[config.mk]
export PLATFORM = sky130hd
export DESIGN_NAME = invsqrt_arbiter
export DESIGN_NICKNAME = d
export VERILOG_FILES = /design/src/rtl/invsqrt_pkg.sv /design/src/rtl/invsqrt_rr_arb.sv /design/src/rtl/invsqrt_arbiter.sv
export SDC_FILE = /design/constraint.sdc
export NUM_CORES = 1
export LEC_CHECK = 0
export ABC_AREA = 1
export BUFFER_PORTS_ARGS = -buffer_cell sky130_fd_sc_hd__buf_2
export CORE_ASPECT_RATIO = 1.5
export CORE_MARGIN = 2
export CORE_UTILIZATION = 49
export CTS_CLUSTER_DIAMETER = 50
export DETAILED_ROUTE_END_ITERATION = 16
export PLACE_DENSITY_LB_ADDON = 0.15
export SYNTH_ARGS = -nofsm -noshare
export SYNTH_HDL_FRONTEND = slang
export SYNTH_SLANG_ARGS = --single-unit
[constraint.sdc]
create_clock -name clk -period 4.8 [get_ports clk]
set_clock_uncertainty 0.05 [all_clocks]
set_input_delay 0.96 -clock clk [delete_from_list [all_inputs] [get_ports clk]]
set_output_delay 0.96 -clock clk [all_outputs]
set_load 0.02 [all_outputs]
[src/rtl/invsqrt_pkg.sv]
// Shared constants, FSM encoding and helpers for the inverse-square-root arbiter.
// Optional issue counters are enabled with INVSQRT_ARB_CNT_EN.
package invsqrt_pkg;

  localparam int FP_W     = 32;
  localparam int FP_OUT_W = 31;
  localparam int PIPE_LAT = 5;

  typedef enum logic [1:0] {
    ST_IDLE  = 2'd0,
    ST_RUN   = 2'd1,
    ST_DRAIN = 2'd2
  } state_t;

  function automatic int clog2(input int n);
    int r;
    r = 0;
    for (int i = 0; i < 32; i++)
      if ((1 << i) < n) r = i + 1;
    return r;
  endfunction

endpackage

[src/rtl/invsqrt_rr_arb.sv]
// Round-robin picker: the search starts at a registered pointer, and the pointer
// moves past the winner whenever an advance cycle produces a grant.
module invsqrt_rr_arb
  import invsqrt_pkg::*;
#(
  parameter int NREQ = 4,
  parameter int IDW  = 2
) (
  input  logic            clk,
  input  logic            rst,
  input  logic            advance,
  input  logic [NREQ-1:0] req,
  output logic [NREQ-1:0] gnt,
  output logic [IDW-1:0]  gnt_id
);

  logic [IDW-1:0]  ptr;
  logic [NREQ-1:0] hi;
  logic [NREQ-1:0] pick;

  // Requests at or above the pointer win first; otherwise wrap to the lowest index.
  always_comb begin
    hi = '0;
    for (int j = 0; j < NREQ; j++)
      hi[j] = req[j] && (j >= int'(ptr));
    pick   = (|hi) ? hi : req;
    gnt    = '0;
    gnt_id = '0;
    for (int j = NREQ - 1; j >= 0; j--)
      if (pick[j] && advance) begin
        gnt    = '0;
        gnt[j] = 1'b1;
        gnt_id = IDW'(j);
      end
  end

  always_ff @(posedge clk or posedge rst)
    if (rst)
      ptr <= '0;
    else if (advance && |req)
      ptr <= (gnt_id == IDW'(NREQ - 1)) ? '0 : gnt_id + 1'b1;

endmodule

[src/rtl/invsqrt_arbiter.sv]
// Shares one inverse-sqrt pipeline between NREQ requesters, tags in-flight operands
// and routes results home. Define INVSQRT_ARB_CNT_EN for per-requester issue counters.
module invsqrt_arbiter
  import invsqrt_pkg::*;
#(
  parameter int NREQ     = 4,
  parameter int PIPE_LAT = invsqrt_pkg::PIPE_LAT,
  parameter int IDW      = 2
) (
  input  logic                 clk,
  input  logic                 rst,
  input  logic                 en,
  input  logic [NREQ-1:0]      req,
  input  logic [NREQ*32-1:0]   req_data,
  output logic [NREQ-1:0]      gnt,
  output logic                 pipe_valid,
  output logic [FP_W-1:0]      pipe_float_in,
  input  logic                 pipe_ready,
  input  logic [FP_OUT_W-1:0]  pipe_float_out,
  output logic [NREQ-1:0]      rsp_valid,
  output logic [IDW-1:0]       rsp_id,
  output logic [FP_OUT_W-1:0]  rsp_data,
  output logic                 busy,
  output logic                 err
`ifdef INVSQRT_ARB_CNT_EN
  ,
  input  logic                 cnt_clr,
  output logic [NREQ*16-1:0]   cnt_issue
`endif
);

  localparam int BLK_W = clog2(PIPE_LAT + 1);

  state_t                           state, state_nxt;
  logic [BLK_W-1:0]                 blank_cnt;
  logic                             blanking;
  logic                             run_en;
  logic                             inflight;
  logic [NREQ-1:0]                  sel;
  logic [IDW-1:0]                   sel_id;
  logic [IDW-1:0]                   issue_id;
  logic [NREQ-1:0][FP_W-1:0]        ops;
  logic [FP_W-1:0]                  op_sel;
  logic [PIPE_LAT-1:0]              tag_v;
  logic [PIPE_LAT-1:0][IDW-1:0]     tag_id;
  logic [NREQ-1:0]                  rsp_hot;
  logic                             hit, miss;

  assign ops      = req_data;
  assign blanking = |blank_cnt;
  assign inflight = pipe_valid | (|tag_v);

  // ---- FSM ----
  always_ff @(posedge clk or posedge rst)
    if (rst) state <= ST_IDLE;
    else     state <= state_nxt;

  always_comb begin
    state_nxt = state;
    case (state)
      ST_IDLE:  if (en && !blanking) state_nxt = ST_RUN;
      ST_RUN:   if (!en)             state_nxt = ST_DRAIN;
      ST_DRAIN: if (en)              state_nxt = ST_RUN;
                else if (!inflight)  state_nxt = ST_IDLE;
      default:                       state_nxt = ST_IDLE;
    endcase
  end

  always_comb begin
    run_en = (state == ST_RUN) && en;
    busy   = (state != ST_IDLE) || inflight;
  end

  // The pipeline is not reset, so its output is ignored until anything it held has drained.
  always_ff @(posedge clk or posedge rst)
    if (rst)           blank_cnt <= BLK_W'(PIPE_LAT);
    else if (blanking) blank_cnt <= blank_cnt - 1'b1;

  // ---- issue ----
  invsqrt_rr_arb #(.NREQ(NREQ), .IDW(IDW)) u_rr (
    .clk     (clk),
    .rst     (rst),
    .advance (run_en),
    .req     (req),
    .gnt     (sel),
    .gnt_id  (sel_id)
  );

  always_comb begin
    op_sel = '0;
    for (int j = 0; j < NREQ; j++)
      if (sel[j]) op_sel = ops[j];
  end

  always_ff @(posedge clk or posedge rst)
    if (rst) begin
      gnt           <= '0;
      pipe_valid    <= 1'b0;
      pipe_float_in <= '0;
      issue_id      <= '0;
    end else begin
      gnt        <= sel;
      pipe_valid <= |sel;
      issue_id   <= sel_id;
      if (|sel) pipe_float_in <= op_sel;
    end

  // Tag line samples pipe_valid, so its last entry lines up with pipe_ready.
  always_ff @(posedge clk or posedge rst)
    if (rst) begin
      tag_v  <= '0;
      tag_id <= '0;
    end else begin
      tag_v[0]  <= pipe_valid;
      tag_id[0] <= issue_id;
      for (int k = 1; k < PIPE_LAT; k++) begin
        tag_v[k]  <= tag_v[k-1];
        tag_id[k] <= tag_id[k-1];
      end
    end

  // ---- return ----
  assign hit  = !blanking && pipe_ready && tag_v[PIPE_LAT-1];
  assign miss = !blanking && (pipe_ready != tag_v[PIPE_LAT-1]);

  always_comb begin
    rsp_hot = '0;
    for (int j = 0; j < NREQ; j++)
      rsp_hot[j] = (tag_id[PIPE_LAT-1] == IDW'(j));
  end

  always_ff @(posedge clk or posedge rst)
    if (rst) begin
      rsp_valid <= '0;
      rsp_id    <= '0;
      rsp_data  <= '0;
      err       <= 1'b0;
    end else begin
      rsp_valid <= hit ? rsp_hot : '0;
      if (hit) begin
        rsp_id   <= tag_id[PIPE_LAT-1];
        rsp_data <= pipe_float_out;
      end
      if (miss) err <= 1'b1;
    end

`ifdef INVSQRT_ARB_CNT_EN
  logic [NREQ-1:0][15:0] cnt;

  always_ff @(posedge clk or posedge rst)
    if (rst)
      cnt <= '0;
    else
      for (int j = 0; j < NREQ; j++)
        if (cnt_clr)                     cnt[j] <= '0;
        else if (sel[j] && cnt[j] != '1) cnt[j] <= cnt[j] + 1'b1;

  assign cnt_issue = cnt;
`endif

endmodule

## Word-level counts from Yosys, hierarchy flattened

Index checks and enable logic that the tools add are counted.

- Bits in registers: 128

- Eq/ne operators: 10
- Reduce and logical (&&, ||, !) cells: 24
- Magnitude comparators: 3
- $add $sub $neg: 2
- Multiplexer cells: 20
- Bitwise gates (word level): 1

Operators by type and width:

| kind | number |
|---|---|
| $mux 32 | 4 |
| $reduce_or 32->1 | 1 |
| $sub 32x1->32 const B | 1 |
| $mux 4 | 5 |
| $mux 2 | 9 |
| $logic_and 1x1->1 | 13 |
| $reduce_or 4->1 | 3 |
| $eq 2x2->1 const B | 4 |
| $pmux 2 s3 | 1 |
| $reduce_or 5->1 | 1 |
| $eq 2x1->1 const B | 2 |
| $ge 1x2->1 const A | 2 |
| $logic_not 2->1 | 2 |
| $ne 2x2->1 const B | 2 |
| $mux 3 | 1 |
| $ne 3x3->1 const B | 1 |
| $reduce_and 3->1 | 1 |
| $add 2x1->2 const B | 1 |
| $ge 2x2->1 const A | 1 |
| $reduce_bool 2->1 | 1 |
| $logic_not 1->1 | 1 |
| $logic_or 1x1->1 | 1 |
| $ne 1x1->1 | 1 |
| $or 1x1->1 | 1 |

## Depth between registers and ports, before layout

- Word-level depth: 12
- Depth in mapped cells: 12

## By module

A second synthesis with hierarchy kept.

- Cell total of the unflattened synthesis: 816
- Area, all modules: 6422.4 µm²

By module, submodules not included:

| module | area an instance (µm²) | times used | seq. area each (µm²) | cells each |
|---|---|---|---|---|
| invsqrt_arbiter | 6194.7 | 1 | 3155.5 | 776 |
| invsqrt_rr_arb | 227.7 | 1 | 50.0 | 40 |

## Worst setup path before layout

OpenSTA, ideal clock, no wires.

- Path kind: input-to-reg
- From: input port req[1]
- To: register pipe_float_in[10]
- Slack: 2.788 ns
- Data required time: 4.618 ns
- Stages on the path: 8
- Data arrival time: 1.830 ns
- Path buffers: 2
- Cells stage by stage: nand2_1 nand2_1 o21bai_1 nand2_2 buf_4 buf_2 nand4_1 nand4_1

- Word-level cells in the longest chain between the ends: 11
- Elaborated cells between the ends (all ways): 14
- Classes of those cells: mux: 8; reduce/logical: 6

RTL lines:

| element | RTL line | source |
|---|---|---|
| start: declaration | invsqrt_arbiter.sv:13 | `input logic [NREQ-1:0] req,` |
| $logic_and 1x1->1 | invsqrt_rr_arb.sv:25 | `hi[j] = req[j] && (j >= int'(ptr));` |
| $reduce_or 4->1 | invsqrt_rr_arb.sv:26 | `pick = (\|hi) ? hi : req;` |
| $mux 3 (*) | invsqrt_rr_arb.sv:26 |  |
| $logic_and 1x1->1 | invsqrt_rr_arb.sv:30 | `if (pick[j] && advance) begin` |
| $mux 4 (2 in series) | invsqrt_rr_arb.sv:30 |  |
| $mux 4 (*) | invsqrt_rr_arb.sv:30 |  |
| $mux 32 (4 in series) | invsqrt_arbiter.sv:92 | `if (sel[j]) op_sel = ops[j];` |
| end signal: assignment | invsqrt_arbiter.sv:105 | `if (\|sel) pipe_float_in <= op_sel;` |
| end: declaration | invsqrt_arbiter.sv:17 | `output logic [FP_W-1:0] pipe_float_in,` |

Every way passes the cells marked *; elsewhere a longest branch is shown, timed or not.
A chain may end at the register's enable or synchronous reset.

## Worst setup path in the final report

- From: input port req[1]
- To: register pipe_float_in[22]

Same word-level chain as after synthesis.

==> metrics.txt <==
flop and latch count out of synthesis=between 100 and 150; number of global-route vias before repair=6021; status=complete, no violations; most frequent cells in the layout=buf_2, nand2_1, dfrtp_1; Synth Cell Area=0.00632 sq mm; Routed wire per std cell=15.3 microns; Post-DRT Antenna Nets=0; crit share post-route=0.524; minimum clock period=roughly 2.5 ns; Final Hold Fails=0; Setup crit start kind=primary input; clock buffer depth=2; syn nets=949; DP Cell Count=~1100; IO Port Bufs=242; GRT Residual Overflow=0; Slew Limit Fails=0; setup tns final=0 ns; initial antenna violation count=0; final wirelength=18100 microns; yosys warns=0; Worst Reg-to-Reg Cells=10; Area growth syn-to-layout=29.8%; # rows=50; Max Fclk=slightly below 400 MHz; # resized after CTS=0; worst path required time=5.09 ns; CTS root buf=clkbuf_16; 1st-iter DRT viols=243; io pins=~240; kind of critical path=primary input to flip-flop; fill cell count=~1100; Combinational Power Share=0.226; cell count after synthesis=slightly below 800; worst vdd ir=0.221 mV; syn_area_per_cell=between 8 and 9 sq um; post-synth top area share=0.499; internal power=2.42 mW; final setup fails=0; largest net degree at the start of global routing=69; Hold Crit Class=flip-flop to flip-flop; gpl congestion=0.931; TritonCTS buffer count=17; worst-margin pin slew=1.06 ns; post-synthesis sequential area ratio=0.507; first-pass GRT wire length=29000 microns; Vias/cell=roughly 5.2; DP HPWL=13100 microns; fraction of final layout cells sized beyond drive strength 1=0.302; CTS hold repair buffers=0; unrepaired setup endpoints after global routing=false; Post-CTS Setup Inserts=0; P_sw=approximately 1.1 mW; Netlist cell types=37; switching share of total power=0.314; Hold Crit Depth=0; Non-Filler Instances=1184; H-tree depth=4; dpl cell area=around 0.0076 sq mm; fin nets=1181; hold path start=tag_id[5]$_DFF_PP0_; Clock Latency Late Sink=approximately 0.4 ns; Starting Density=0.505; Finished Core Util=0.656; Min-Delay Endpoint=tag_id[7]$_DFF_PP0_; most common library cell in the layout ignoring fill and taps=buf_2; Leakage=4.72 nW; r2r endpoint=rsp_data[20]$_DFFE_PP0P_; Die X=slightly below 100 microns; Sequential Area=0.00321 sq mm; max-cap violations=0; sequential share of power=0.389; post-route DRC violation count=0; reg-to-reg slack, setup=2.42 ns; CTS sink cnt=roughly 130; Core Box Area=0.0125 sq mm; total number of vias=6174; dominant cell type by area after synthesis=dfrtp_1; CTS tree=yes; Clk pin slew, worst setup/hold paths=0.06 ns; crit path max fanout=68; overall power=3.53 mW; Pre-antenna DRT Iters=5; finished layout cell area=between 0.008 and 0.009 sq mm; Clk pwr share=0.384; reg2reg start=blank_cnt[12]$_DFFE_PP0P_; die area=0.0138 sq mm; area of the multi-input gates=0.00260 sq mm; Slew headroom=0.289; top post-synthesis cells by area=dfrtp_1, nand2_1, nand4_1, nor2_1, inv_1; PD cells=430 mW/mm^2; Overall Global Routing Usage=0.263; CP Capture Type=flip-flop; die span in y=143 microns; crit path DAT=approximately 2.8 ns
## through the flow
step / setup WS, ns / hold slack (ns)
6_report: 2.29 / 0.296
2_1_floorplan: 0.381 / 0.281
4_1_cts: 2.28 / 0.300
3_5_place_dp: 1.84 / 0.285
5_1_grt: 2.04 / 0.309
3_3_place_gp: 1.90 / 0.282
## how the worst max path moves through the flow
stage            from                       endpoint
3_3_place_gp   req[1]  pipe_float_in[26]$_DFFE_PP0P_
2_1_floorplan     rst      blank_cnt[10]$_DFFE_PP0P_
3_5_place_dp   req[1]  pipe_float_in[22]$_DFFE_PP0P_
5_1_grt        req[3]  pipe_float_in[14]$_DFFE_PP0P_
6_report       req[1]  pipe_float_in[22]$_DFFE_PP0P_
4_1_cts        req[1]  pipe_float_in[22]$_DFFE_PP0P_
## routing by layer
| metal | GRT usage | up-vias | wire [microns] |
|---|---|---|---|
| met4 | 0.127 | 0 | 660 |
| met5 | 0 | - | 0 |
| li1 | - | 3016 | - |
| met1 | 0.306 | 2880 | 6930 |
| met2 | 0.454 | 231 | 9350 |
| met3 | 0.0671 | 47 | 1120 |
## state kept, by name, indices dropped and copies added, names as in the netlist
| signal | cells |
|---|---|
| rsp_id | 2 |
| pipe_float_in | 32 |
| blank_cnt | 32 |
| state | 2 |
| issue_id | 2 |
| u_rr.ptr | 2 |
| rsp_valid | 4 |
| rsp_data | 31 |
| err | 1 |
| tag_v | 5 |
| gnt | 4 |
| pipe_valid | 1 |
| tag_id | 10 |
## power groups by stage
stage | registers, mW | logic [mW] | clock network, mW
floorplan | 1.59 | 0.267 | 0
global placement | 1.38 | 0.794 | 0
detailed placement | 1.38 | 0.810 | 0
CTS | 1.37 | 0.806 | 1.37
global route | 1.39 | 0.872 | 1.43
finish | 1.37 | 0.799 | 1.35
## critical path, stage by stage
cell and delay, ns:
buf_2 0.13, nand2_1 0.08, nand2_1 0.07, o21bai_1 0.17, nand2_2 0.05, buf_4 0.33
nor2_4 0.72, a21oi_1 0.15, nand4_1 0.12
## area by class of cell
type                       instances  area share
timing repair buffer             247       0.154
multi-input combinational        535       0.317
sequential                       128       0.391
antenna                            3    0.000915
clock buffer                      19      0.0528
inverter                          83      0.0387
tap                              156      0.0238
clock inverter                    13      0.0226
## logic make-up (layout without fill, tap and decap cells)
family / after synthesis / count (layout) / share of synthesized area
and+or+nand+nor: 452 / 452 / 0.330
DFF: 128 / 128 / 0.507
buffers and inverters: 117 / 362 / 0.0819
AOI/OAI and AO/OA: 67 / 67 / 0.0580
xor gates and xnor gates: 14 / 14 / 0.0194
adders and majority gates: 2 / 2 / 0.00396
other: 0 / 3 / 0
## synthesized netlist by cell type
| library cell | instances |
|---|---|
| nor3b_1 | 1 |
| dfrtp_1 | 126 |
| or2_2 | 3 |
| nor3_4 | 1 |
| buf_6 | 3 |
| xnor2_1 | 10 |
| nand4_1 | 78 |
| nor3_2 | 4 |
| nor2_1 | 93 |
| clkinv_2 | 1 |
| nor2_8 | 1 |
| nor2_4 | 1 |
| dfstp_2 | 2 |
| clkbuf_1 | 4 |
| ha_1 | 2 |
| o41ai_4 | 1 |
| nor4_1 | 2 |
| nand2_2 | 2 |
| o21ai_0 | 13 |
| o21bai_1 | 2 |
| nand2_4 | 1 |
| a31o_2 | 1 |
| inv_1 | 78 |
| nand3b_1 | 2 |
| nand3_2 | 1 |
| nand2_1 | 201 |
| a21oi_1 | 50 |
| inv_4 | 1 |
| buf_2 | 15 |
| nor2_2 | 8 |
| nor3_1 | 4 |
| buf_4 | 9 |
| buf_1 | 3 |
| xor2_1 | 4 |
| nand3_1 | 48 |
| or2_0 | 1 |
| inv_2 | 3 |
Note: power is estimated with default switching activity, not from simulation.
